### src/rtl/tmr_fault_manager.sv
// TMR fault manager: vote classification, checkpointing, resync/rollback control.
// Optional TMR_FAULT_LOG_EN adds fault_log_pc / fault_log_total outputs.
module tmr_fault_manager #(
  parameter int unsigned FAULT_THRESH = 4,
  parameter int unsigned CNT_W        = 4,
  parameter int unsigned MAX_ROLLBACK = 3,
  parameter int unsigned ACK_TIMEOUT  = 64,
  parameter logic [31:0] RESET_PC     = 32'h0
) (
  input  logic        clk,
  input  logic        rst_in,
  input  logic        vote_valid,
  input  logic [2:0]  Voter_state,
  input  logic [31:0] PC_Top,
  input  logic        MemWrite,
  input  logic        resync_ack,
  input  logic        rollback_ack,
  output logic        mem_write_safe,
  output logic        resync_req,
  output logic [31:0] resync_pc,
  output logic        rollback_req,
  output logic [31:0] rollback_pc,
  output logic [2:0]  fault_core,
  output logic [2:0]  core_disable,
  output logic        stall_out,
  output logic        halt
`ifdef TMR_FAULT_LOG_EN
  ,
  output logic [31:0] fault_log_pc,
  output logic [15:0] fault_log_total
`endif
);

  localparam int WAIT_W = $clog2(ACK_TIMEOUT + 1);
  localparam int RB_W   = $clog2(MAX_ROLLBACK + 1) < 1 ? 1 : $clog2(MAX_ROLLBACK + 1);

  typedef enum logic [1:0] {IDLE, RESYNC, ROLLBACK, HALT} state_t;

  state_t                st_q, st_d;
  logic [31:0]           ckpt_q, ckpt_d;
  logic [31:0]           rspc_q, rspc_d;
  logic [31:0]           rbpc_q, rbpc_d;
  logic [RB_W-1:0]       rb_q, rb_d;
  logic [WAIT_W-1:0]     wait_q, wait_d;
  logic [2:0][CNT_W-1:0] cnt_q, cnt_d;
  logic [2:0]            dis_q, dis_d;
  logic [2:0]            fc_q, fc_d;
  logic                  rs_q, rb_req_q, stall_q, halt_q;

  // Voter_state = {A==B, B==C, A==C}; fsel is one-hot {C,B,A} faulty core
  logic       agree, nomaj;
  logic [2:0] fsel;
  assign agree = (Voter_state == 3'b111);
  assign fsel  = {Voter_state == 3'b100, Voter_state == 3'b001,
                  Voter_state == 3'b010};
  assign nomaj = !agree && (fsel == 3'b000);

  // Stores only pass through on a clean or single-fault vote while idle
  assign mem_write_safe = MemWrite & vote_valid & (st_q == IDLE) & ~nomaj;

  // Next-state: vote handling in IDLE, ack/timeout handling in recovery
  always_comb begin
    st_d   = st_q;
    ckpt_d = ckpt_q;
    rspc_d = rspc_q;
    rbpc_d = rbpc_q;
    rb_d   = rb_q;
    wait_d = wait_q;
    cnt_d  = cnt_q;
    dis_d  = dis_q;
    fc_d   = fc_q;
    unique case (st_q)
      IDLE: begin
        if (vote_valid) begin
          if (agree) begin
            ckpt_d = PC_Top;
            if (PC_Top != rbpc_q) rb_d = '0;
          end else if (nomaj) begin
            if (rb_q == RB_W'(MAX_ROLLBACK)) begin
              st_d = HALT;
            end else begin
              rb_d   = rb_q + RB_W'(1);
              rbpc_d = ckpt_q;
              wait_d = '0;
              st_d   = ROLLBACK;
            end
          end else begin
            for (int i = 0; i < 3; i++) begin
              if (fsel[i] && !dis_q[i]) begin
                if (cnt_q[i] != '1) cnt_d[i] = cnt_q[i] + CNT_W'(1);
                if (cnt_d[i] == CNT_W'(FAULT_THRESH)) begin
                  dis_d[i] = 1'b1;
                end else begin
                  rspc_d   = PC_Top;
                  fc_d     = '0;
                  fc_d[i]  = 1'b1;
                  wait_d   = '0;
                  st_d     = RESYNC;
                end
              end
            end
          end
        end
        // Two or more retired cores leave no majority to recover with
        if ((dis_d[0] & dis_d[1]) | (dis_d[1] & dis_d[2]) |
            (dis_d[0] & dis_d[2]))
          st_d = HALT;
      end
      RESYNC: begin
        if (resync_ack) begin
          fc_d = '0;
          st_d = IDLE;
        end else if (wait_q == WAIT_W'(ACK_TIMEOUT - 1)) begin
          st_d = HALT;
        end else begin
          wait_d = wait_q + WAIT_W'(1);
        end
      end
      ROLLBACK: begin
        if (rollback_ack) begin
          st_d = IDLE;
        end else if (wait_q == WAIT_W'(ACK_TIMEOUT - 1)) begin
          st_d = HALT;
        end else begin
          wait_d = wait_q + WAIT_W'(1);
        end
      end
      HALT: st_d = HALT;
    endcase
    if (st_d == HALT) fc_d = '0;
  end

  // State and registered outputs
  always_ff @(posedge clk or posedge rst_in) begin
    if (rst_in) begin
      st_q     <= IDLE;
      ckpt_q   <= RESET_PC;
      rspc_q   <= '0;
      rbpc_q   <= '0;
      rb_q     <= '0;
      wait_q   <= '0;
      cnt_q    <= '0;
      dis_q    <= '0;
      fc_q     <= '0;
      rs_q     <= 1'b0;
      rb_req_q <= 1'b0;
      stall_q  <= 1'b0;
      halt_q   <= 1'b0;
    end else begin
      st_q     <= st_d;
      ckpt_q   <= ckpt_d;
      rspc_q   <= rspc_d;
      rbpc_q   <= rbpc_d;
      rb_q     <= rb_d;
      wait_q   <= wait_d;
      cnt_q    <= cnt_d;
      dis_q    <= dis_d;
      fc_q     <= fc_d;
      rs_q     <= (st_d == RESYNC);
      rb_req_q <= (st_d == ROLLBACK);
      stall_q  <= (st_d != IDLE);
      halt_q   <= (st_d == HALT);
    end
  end

  assign resync_req   = rs_q;
  assign resync_pc    = rspc_q;
  assign rollback_req = rb_req_q;
  assign rollback_pc  = rbpc_q;
  assign fault_core   = fc_q;
  assign core_disable = dis_q;
  assign stall_out    = stall_q;
  assign halt         = halt_q;

`ifdef TMR_FAULT_LOG_EN
  logic [31:0] lpc_q;
  logic [15:0] ltot_q;
  logic        log_hit;
  assign log_hit = (st_q == IDLE) & vote_valid & (nomaj | (|(fsel & ~dis_q)));

  // Record PC of the latest detected fault and a saturating total
  always_ff @(posedge clk or posedge rst_in) begin
    if (rst_in) begin
      lpc_q  <= '0;
      ltot_q <= '0;
    end else if (log_hit) begin
      lpc_q <= PC_Top;
      if (ltot_q != 16'hFFFF) ltot_q <= ltot_q + 16'd1;
    end
  end

  assign fault_log_pc    = lpc_q;
  assign fault_log_total = ltot_q;
`endif

endmodule

### config.mk
export PLATFORM = sky130hd
export DESIGN_NAME = tmr_fault_manager
export DESIGN_NICKNAME = d
export VERILOG_FILES = /design/src/rtl/tmr_fault_manager.sv
export SDC_FILE = /design/constraint.sdc
export NUM_CORES = 1
export LEC_CHECK = 0
export CORE_AREA = 3 3 119 121
export CTS_BUF_LIST = sky130_fd_sc_hd__clkbuf_2 sky130_fd_sc_hd__clkbuf_4 sky130_fd_sc_hd__clkbuf_8
export DETAILED_ROUTE_END_ITERATION = 10
export DIE_AREA = 0 0 122 124
export PLACE_DENSITY_LB_ADDON = 0.25
export SYNTH_ARGS = -nofsm -noshare
export SYNTH_HDL_FRONTEND = slang
export SYNTH_SLANG_ARGS = --single-unit
### constraint.sdc
create_clock -name clk -period 5.2 [get_ports clk]
set_input_delay 0.52 -clock clk [delete_from_list [all_inputs] [get_ports clk]]
set_output_delay 0.52 -clock clk [all_outputs]
set_load 0.03 [all_outputs]
==> metrics.md, run 1 <==
| Metric | Value |
|---|---|
| Largest net degree at the start of global routing | `54` |
| CTS buffer count | `17` |
| GRT Resource Usage Total | `0.184` |
| Vias in the first global route | `4,161` |
| Slew margin rel. | `0.317` |
| Gr busiest metal | `met2` |
| Clock sink total | `129` |
| Endpoint type of the worst setup path | `primary output` |
| Yosys cell types | `54` |
| Hold buffer count at CTS | `0` |
| Port Buffers | `115` |
| Startpoint Class | `input pin` |
| Hold slack | `487 ps` |
| WL final | `12,900 µm` |
| P&R area growth vs syn | `29.9%` |
| Final min period | `3180 ps` |
| Max Slew Vio Count | `0` |
| Final Util | `0.583` |
| Area share of the largest cell type after synthesis | `0.545` |
| Routability Congestion | `0.904` |
| Final setup viols | `0` |
| Synth top cells by count | `dfrtp_1 (129), mux2_2 (72), xnor2_1 (33)` |
| Setup_tns | `0 ps` |
| Filler cell count | `1,069` |
| Die ar. | `15,100 µm²` |
| Ys async rst share | `1.00` |
| Hold path depth | `1` |
| Routed vias | `4,010` |
| Avg WL per Cell | `16.9 µm` |
| First-pass GRT wire length | `21,200 µm` |
| Synthesized area per cell | `13.1 µm²` |
| Hold Vio Cnt, Final | `0` |
| Clock Latency Late Sink | `440 ps` |
| WS Path Type | `input pin to primary output` |
| WP data arrival | `2660 ps` |
| P_leak | `3.22 nW` |
| CTS root buf | `clkbuf_8` |
| DRT antenna net count | `0` |
| Unrepaired setup endpoints after global routing | `false` |
| Grt met3 use | `0.0699` |
| 1st-iter DRT viols | `298` |
| CP required | `4680 ps` |
| Status | `finished clean` |
| Initial core utilization | `0.449` |
| Initial DRT Pass Iterations | `4` |
| Synthesized Nets | `503` |
| Cell Area, Synth | `5920 µm²` |
| I/O pin cnt | `116` |
| Row count | `42` |
| Top cell type by total area after synthesis | `dfrtp_1` |
| YS warnings | `0` |
| Post CTS Setup Buffer Count | `0` |
| Met2 Use GR | `0.290` |
| Post-synthesis cell count | `453` |
| # nets final | `626` |
| Max-cap viol count | `0` |
| Critical-path maximum fanout | `11` |
| Die W | `122 µm` |
| CTS tree | `yes` |
| Most common cell in the netlist | `dfrtp_1` |
| Core Area | `13,200 µm²` |
| Clk_skew | `11.5 ps` |
| FF-to-FF path depth | `7` |
| #FFs+latches synth | `129` |
| Vias/cell | `5.24` |
| Gr ovfl total | `0` |
| Post-synthesis sequential area ratio | `0.545` |
| Worst VDD drop | `0.000341 V` |
| Hold Path Class | `register to register` |
| Multi-input gate area | `2600 µm²` |
| Top FF cell, synth | `dfrtp_1` |
| Clk buf depth | `2` |
| Area contributors post-synth | `dfrtp_1 (54%), mux2_2 (14%), mux2_1 (5.7%), xnor2_1 (4.9%), ha_1 (1.9%)` |
| H-tree depth | `4` |
| Initial antenna violation count | `0` |
| Cts repair resizes | `0` |
| Register area | `3230 µm²` |
| Met1 Track Usage GR | `0.228` |
| Area after DPL | `7250 µm²` |
| PD cells | `612 nW/µm²` |
| Post-route DRC | `0` |
| Worst Max-Slew Pin Slew | `1020 ps` |
| Period Utilization, post-route | `0.612` |
| CTS clock-pin slew for the worst setup and hold paths | `70 ps` |
| Achievable Freq | `314 MHz` |
| Hpwl dp | `9120 µm` |
| Post-synth EDFFs | `0` |
| Fraction of layout cells with a size suffix above 1 | `0.207` |
| Post-route cell area | `7690 µm²` |
| Die Height | `124 µm` |
| Diodes inserted | `0` |
==> per-layer routing <==
metal	vias to the layer above	share of wire
li1	1903	-
met1	1991	0.43
met2	102	0.49
met3	14	0.066
met4	0	0.014
met5	-	0
==> flip-flops by register name, summed over array words and instances, names as in the netlist <==
name / flops
stall_out: 1
cnt_q: 12
wait_q: 7
rollback_pc: 32
resync_pc: 32
halt: 1
rb_q: 2
ckpt_q: 32
rollback_req: 1
fault_core: 3
st_q: 2
resync_req: 1
core_disable: 3
==> final cells by class <==
type                            count  share of cell area
Clock inverter                      7              0.0159
Inverter                            7             0.00374
Multi-Input combinational cell    303               0.338
Tap cell                          176              0.0286
Sequential cell                   129               0.420
Clock buffer                       25              0.0415
Timing Repair Buffer              118               0.153
==> power by group <==
group	leakage [nW]	internal, mW	switching (mW)	total (mW)
sequential	1.63	1.42	0.284	1.71
clock	0.221	0.550	0.386	0.936
combinational	1.37	0.973	1.09	2.07
==> worst max-delay path, stage by stage <==
cell             delay (ps)
clkdlybuf4s50_1         680
xnor2_1                 130
xnor2_1                 410
and4_1                  250
clkdlybuf4s50_1         660
==> worst paths after layout <==
check,slack [ps],to,from
setup reg to reg,2160,resync_pc[22]$_DFFE_PP0P_,cnt_q[8]$_DFFE_PP0P_
hold / removal,490,resync_pc[21]$_DFFE_PP0P_,resync_pc[21]$_DFFE_PP0P_
max in group asynchronous,3560,ckpt_q[28]$_DFFE_PP0P_,rst_in
min in group asynchronous,530,resync_pc[8]$_DFFE_PP0P_,rst_in
setup / recovery,2020,mem_write_safe,Voter_state[2]
hold reg to reg,490,resync_pc[21]$_DFFE_PP0P_,resync_pc[21]$_DFFE_PP0P_
==> placed cells by master (no fill, tap or decap), types with 3 or more instances in the layout <==
master and instances:
a21oi_1 15, a31oi_1 3, and2_1 3, and3_1 4, buf_4 3, bufinv_16 3
clkbuf_4 4, clkbuf_8 21, clkdlybuf4s50_1 115, dfrtp_1 129, ha_1 9, inv_1 6
mux2_1 30, mux2_2 72, nand2_1 11, nand2b_1 5, nand3_1 10, nand4_1 12
nor2_1 15, nor2b_1 3, nor3_1 6, nor4b_1 3, nor4bb_1 5, o21ai_0 13
o31ai_1 4, xnor2_1 33, xor2_1 7
==> stage by stage <==
| step | instances | power, mW | setup slack, ps |
|---|---|---|---|
| 2_1_floorplan | 453 | 3.00 | 1240 |
| 3_3_place_gp | 733 | 3.74 | 1800 |
| 3_5_place_dp | 733 | 3.81 | 1730 |
| 4_1_cts | 765 | 4.76 | 2010 |
| 5_1_grt | 765 | 5.00 | 1880 |
| 6_report | 765 | 4.71 | 2020 |
==> kinds of logic after synthesis <==
family,after synthesis,synth area share
flip-flops,129,0.545
multiplexers,102,0.194
AND/OR/NAND/NOR,95,0.0970
AO/OA/AOI/OAI,56,0.0659
XOR/XNOR,40,0.0591
buffers and inverters,21,0.0184
adder cells (fa/ha/maj),10,0.0207
Power figures use the tool's default switching activity.
==> run 2: changes to the inputs <==
clock period = 3.2 ns   (was 5.2 ns; I/O delays follow)
==> run 2 against run 1 <==
Die area is the same. Cell area shrank 0.78%. Final cell count grew 0.26%. Via count grew 2.5%. Flip-flop and latch count is the same. Largest cell class unchanged.
==> metrics.md, run 2 (same netlist as run 1, synthesis figures left out) <==
| Metric | Value |
|---|---|
| Status | `finished clean` |
| Clk buf depth | `2` |
| Max-cap viol count | `0` |
| Post-route DRC | `0` |
| Final setup viols | `0` |
| PnR Total Power | `7.36 mW` |
| CTS buffer count | `17` |
| Port Buffers | `115` |
| Gr ovfl total | `0` |
| Startpoint Class | `input pin` |
| Die W | `122 µm` |
| Unrepaired setup endpoints after global routing | `false` |
| Die ar. | `15,100 µm²` |
| Filler cell count | `1,107` |
| FF-to-FF End | `fault_core[2]$_DFFE_PP0P_` |
| Hpwl dp | `9400 µm` |
| Period Utilization, post-route | `0.877` |
| Routed vias | `4,112` |
| Worst Max-Slew Pin Slew | `605 ps` |
| Multi-input gate area | `2600 µm²` |
| Clk_skew | `9.20 ps` |
| Register area | `3230 µm²` |
| H-tree depth | `4` |
| GRT Resource Usage Total | `0.187` |
| Commonest non-fill, non-tap cell in the layout | `dfrtp_1` |
| P&R area growth vs syn | `28.9%` |
| Row count | `42` |
| Slew margin rel. | `0.592` |
| Post CTS Setup Buffer Count | `0` |
| Area after DPL | `7290 µm²` |
| FF-to-FF path depth | `7` |
| R2r setup slk | `590 ps` |
| Max Slew Vio Count | `0` |
| WS Path Type | `input pin to primary output` |
| Routability Congestion | `0.919` |
| Hold buffer count at CTS | `0` |
| Final Util | `0.579` |
| Hold Path Class | `input pin to asynchronous set/reset pin` |
| DRT antenna net count | `0` |
| CTS clock-pin slew for the worst setup and hold paths | `70 ps` |
| Most frequent cells in the layout | `dfrtp_1 (129), clkdlybuf4s50_1 (115), mux2_2 (72)` |
| Setup_tns | `0 ps` |
| Fraction of layout cells with a size suffix above 1 | `0.210` |
| CTS root buf | `clkbuf_8` |
| Initial core utilization | `0.449` |
| Initial antenna violation count | `0` |
| I/O pin cnt | `116` |
| WL final | `13,300 µm` |
| Post-route cell area | `7630 µm²` |
| Critical-path maximum fanout | `11` |
| Core Area | `13,200 µm²` |
| Vias in the first global route | `4,378` |
| Final min period | `2810 ps` |
| # nets final | `628` |
| Achievable Freq | `356 MHz` |
| Endpoint type of the worst setup path | `primary output` |
| 1st-iter DRT viols | `283` |
| Clock sink total | `129` |
| RR Startpoint | `cnt_q[0]$_DFFE_PP0P_` |
| CP required | `2880 ps` |
| Placed cell count | `735` |
| Vias/cell | `5.36` |
| Largest net degree at the start of global routing | `93` |
| Fin cells | `767` |
| P_leak | `3.19 nW` |
| Die Height | `124 µm` |
| WP data arrival | `2490 ps` |
| Hold Vio Cnt, Final | `0` |
| Avg WL per Cell | `17.3 µm` |
| Cts repair resizes | `0` |
| Clock Latency Late Sink | `440 ps` |
| Worst VDD drop | `0.000529 V` |
| CTS tree | `yes` |
| Diodes inserted | `0` |
| First-pass GRT wire length | `21,700 µm` |
| PD cells | `964 nW/µm²` |
| Initial DRT Pass Iterations | `4` |
run 2: cell count changes in the layout (fill, tap and decap cells not counted):
cell,change
clkinv_2,+7
clkbuf_4,-4
bufinv_16,-3
clkbuf_8,-3
buf_12,+2
clkinv_4,+2
clkinvlp_4,+2
inv_4,-1
run 2: metal layers:
layer | wire [µm] | vias to the layer above | track usage
li1 | - | 1903 | -
met5 | 0 | - | 0
met4 | 259 | 0 | 0.0784
met2 | 6530 | 125 | 0.304
met3 | 999 | 17 | 0.0727
met1 | 5490 | 2067 | 0.221
run 2: stage by stage:
stage / hold slack, ps / worst slack [ps]
6_report: 359 / 392
5_1_grt: 387 / 293
4_1_cts: 378 / 386
3_5_place_dp: 478 / 405
3_3_place_gp: 468 / 504
2_1_floorplan: 445 / 946
run 2: power by group:
part	leakage (nW)	switching (mW)	internal, mW	total [mW]
combinational	1.38	1.80	1.59	3.38
sequential	1.63	0.463	2.31	2.78
clock	0.174	0.646	0.549	1.20
total	3.19	2.91	4.45	7.36
run 2: final cells by class:
| class | count | share of cell area |
|---|---|---|
| Tap cell | 176 | 0.0289 |
| Timing Repair Buffer | 120 | 0.159 |
| Clock inverter | 14 | 0.0121 |
| Clock buffer | 18 | 0.0325 |
| Sequential cell | 129 | 0.423 |
| Inverter | 7 | 0.00393 |
| Multi-Input combinational cell | 303 | 0.341 |
run 2: worst max-delay path by stage:
stage          depth (start not counted)                  endpoint                 start
6_report                               5            mem_write_safe        Voter_state[2]
5_1_grt                                5            mem_write_safe        Voter_state[2]
4_1_cts                                5            mem_write_safe        Voter_state[2]
3_5_place_dp                           5            mem_write_safe        Voter_state[2]
3_3_place_gp                           7       rb_q[0]$_DFFE_PP0P_        Voter_state[2]
2_1_floorplan                          8  resync_pc[0]$_DFFE_PP0P_  cnt_q[8]$_DFFE_PP0P_
run 2: worst max-delay path, stage by stage:
cell	delay, ps
clkdlybuf4s50_1	670
xnor2_1	130
xnor2_1	430
and4_1	260
clkdlybuf4s50_1	670
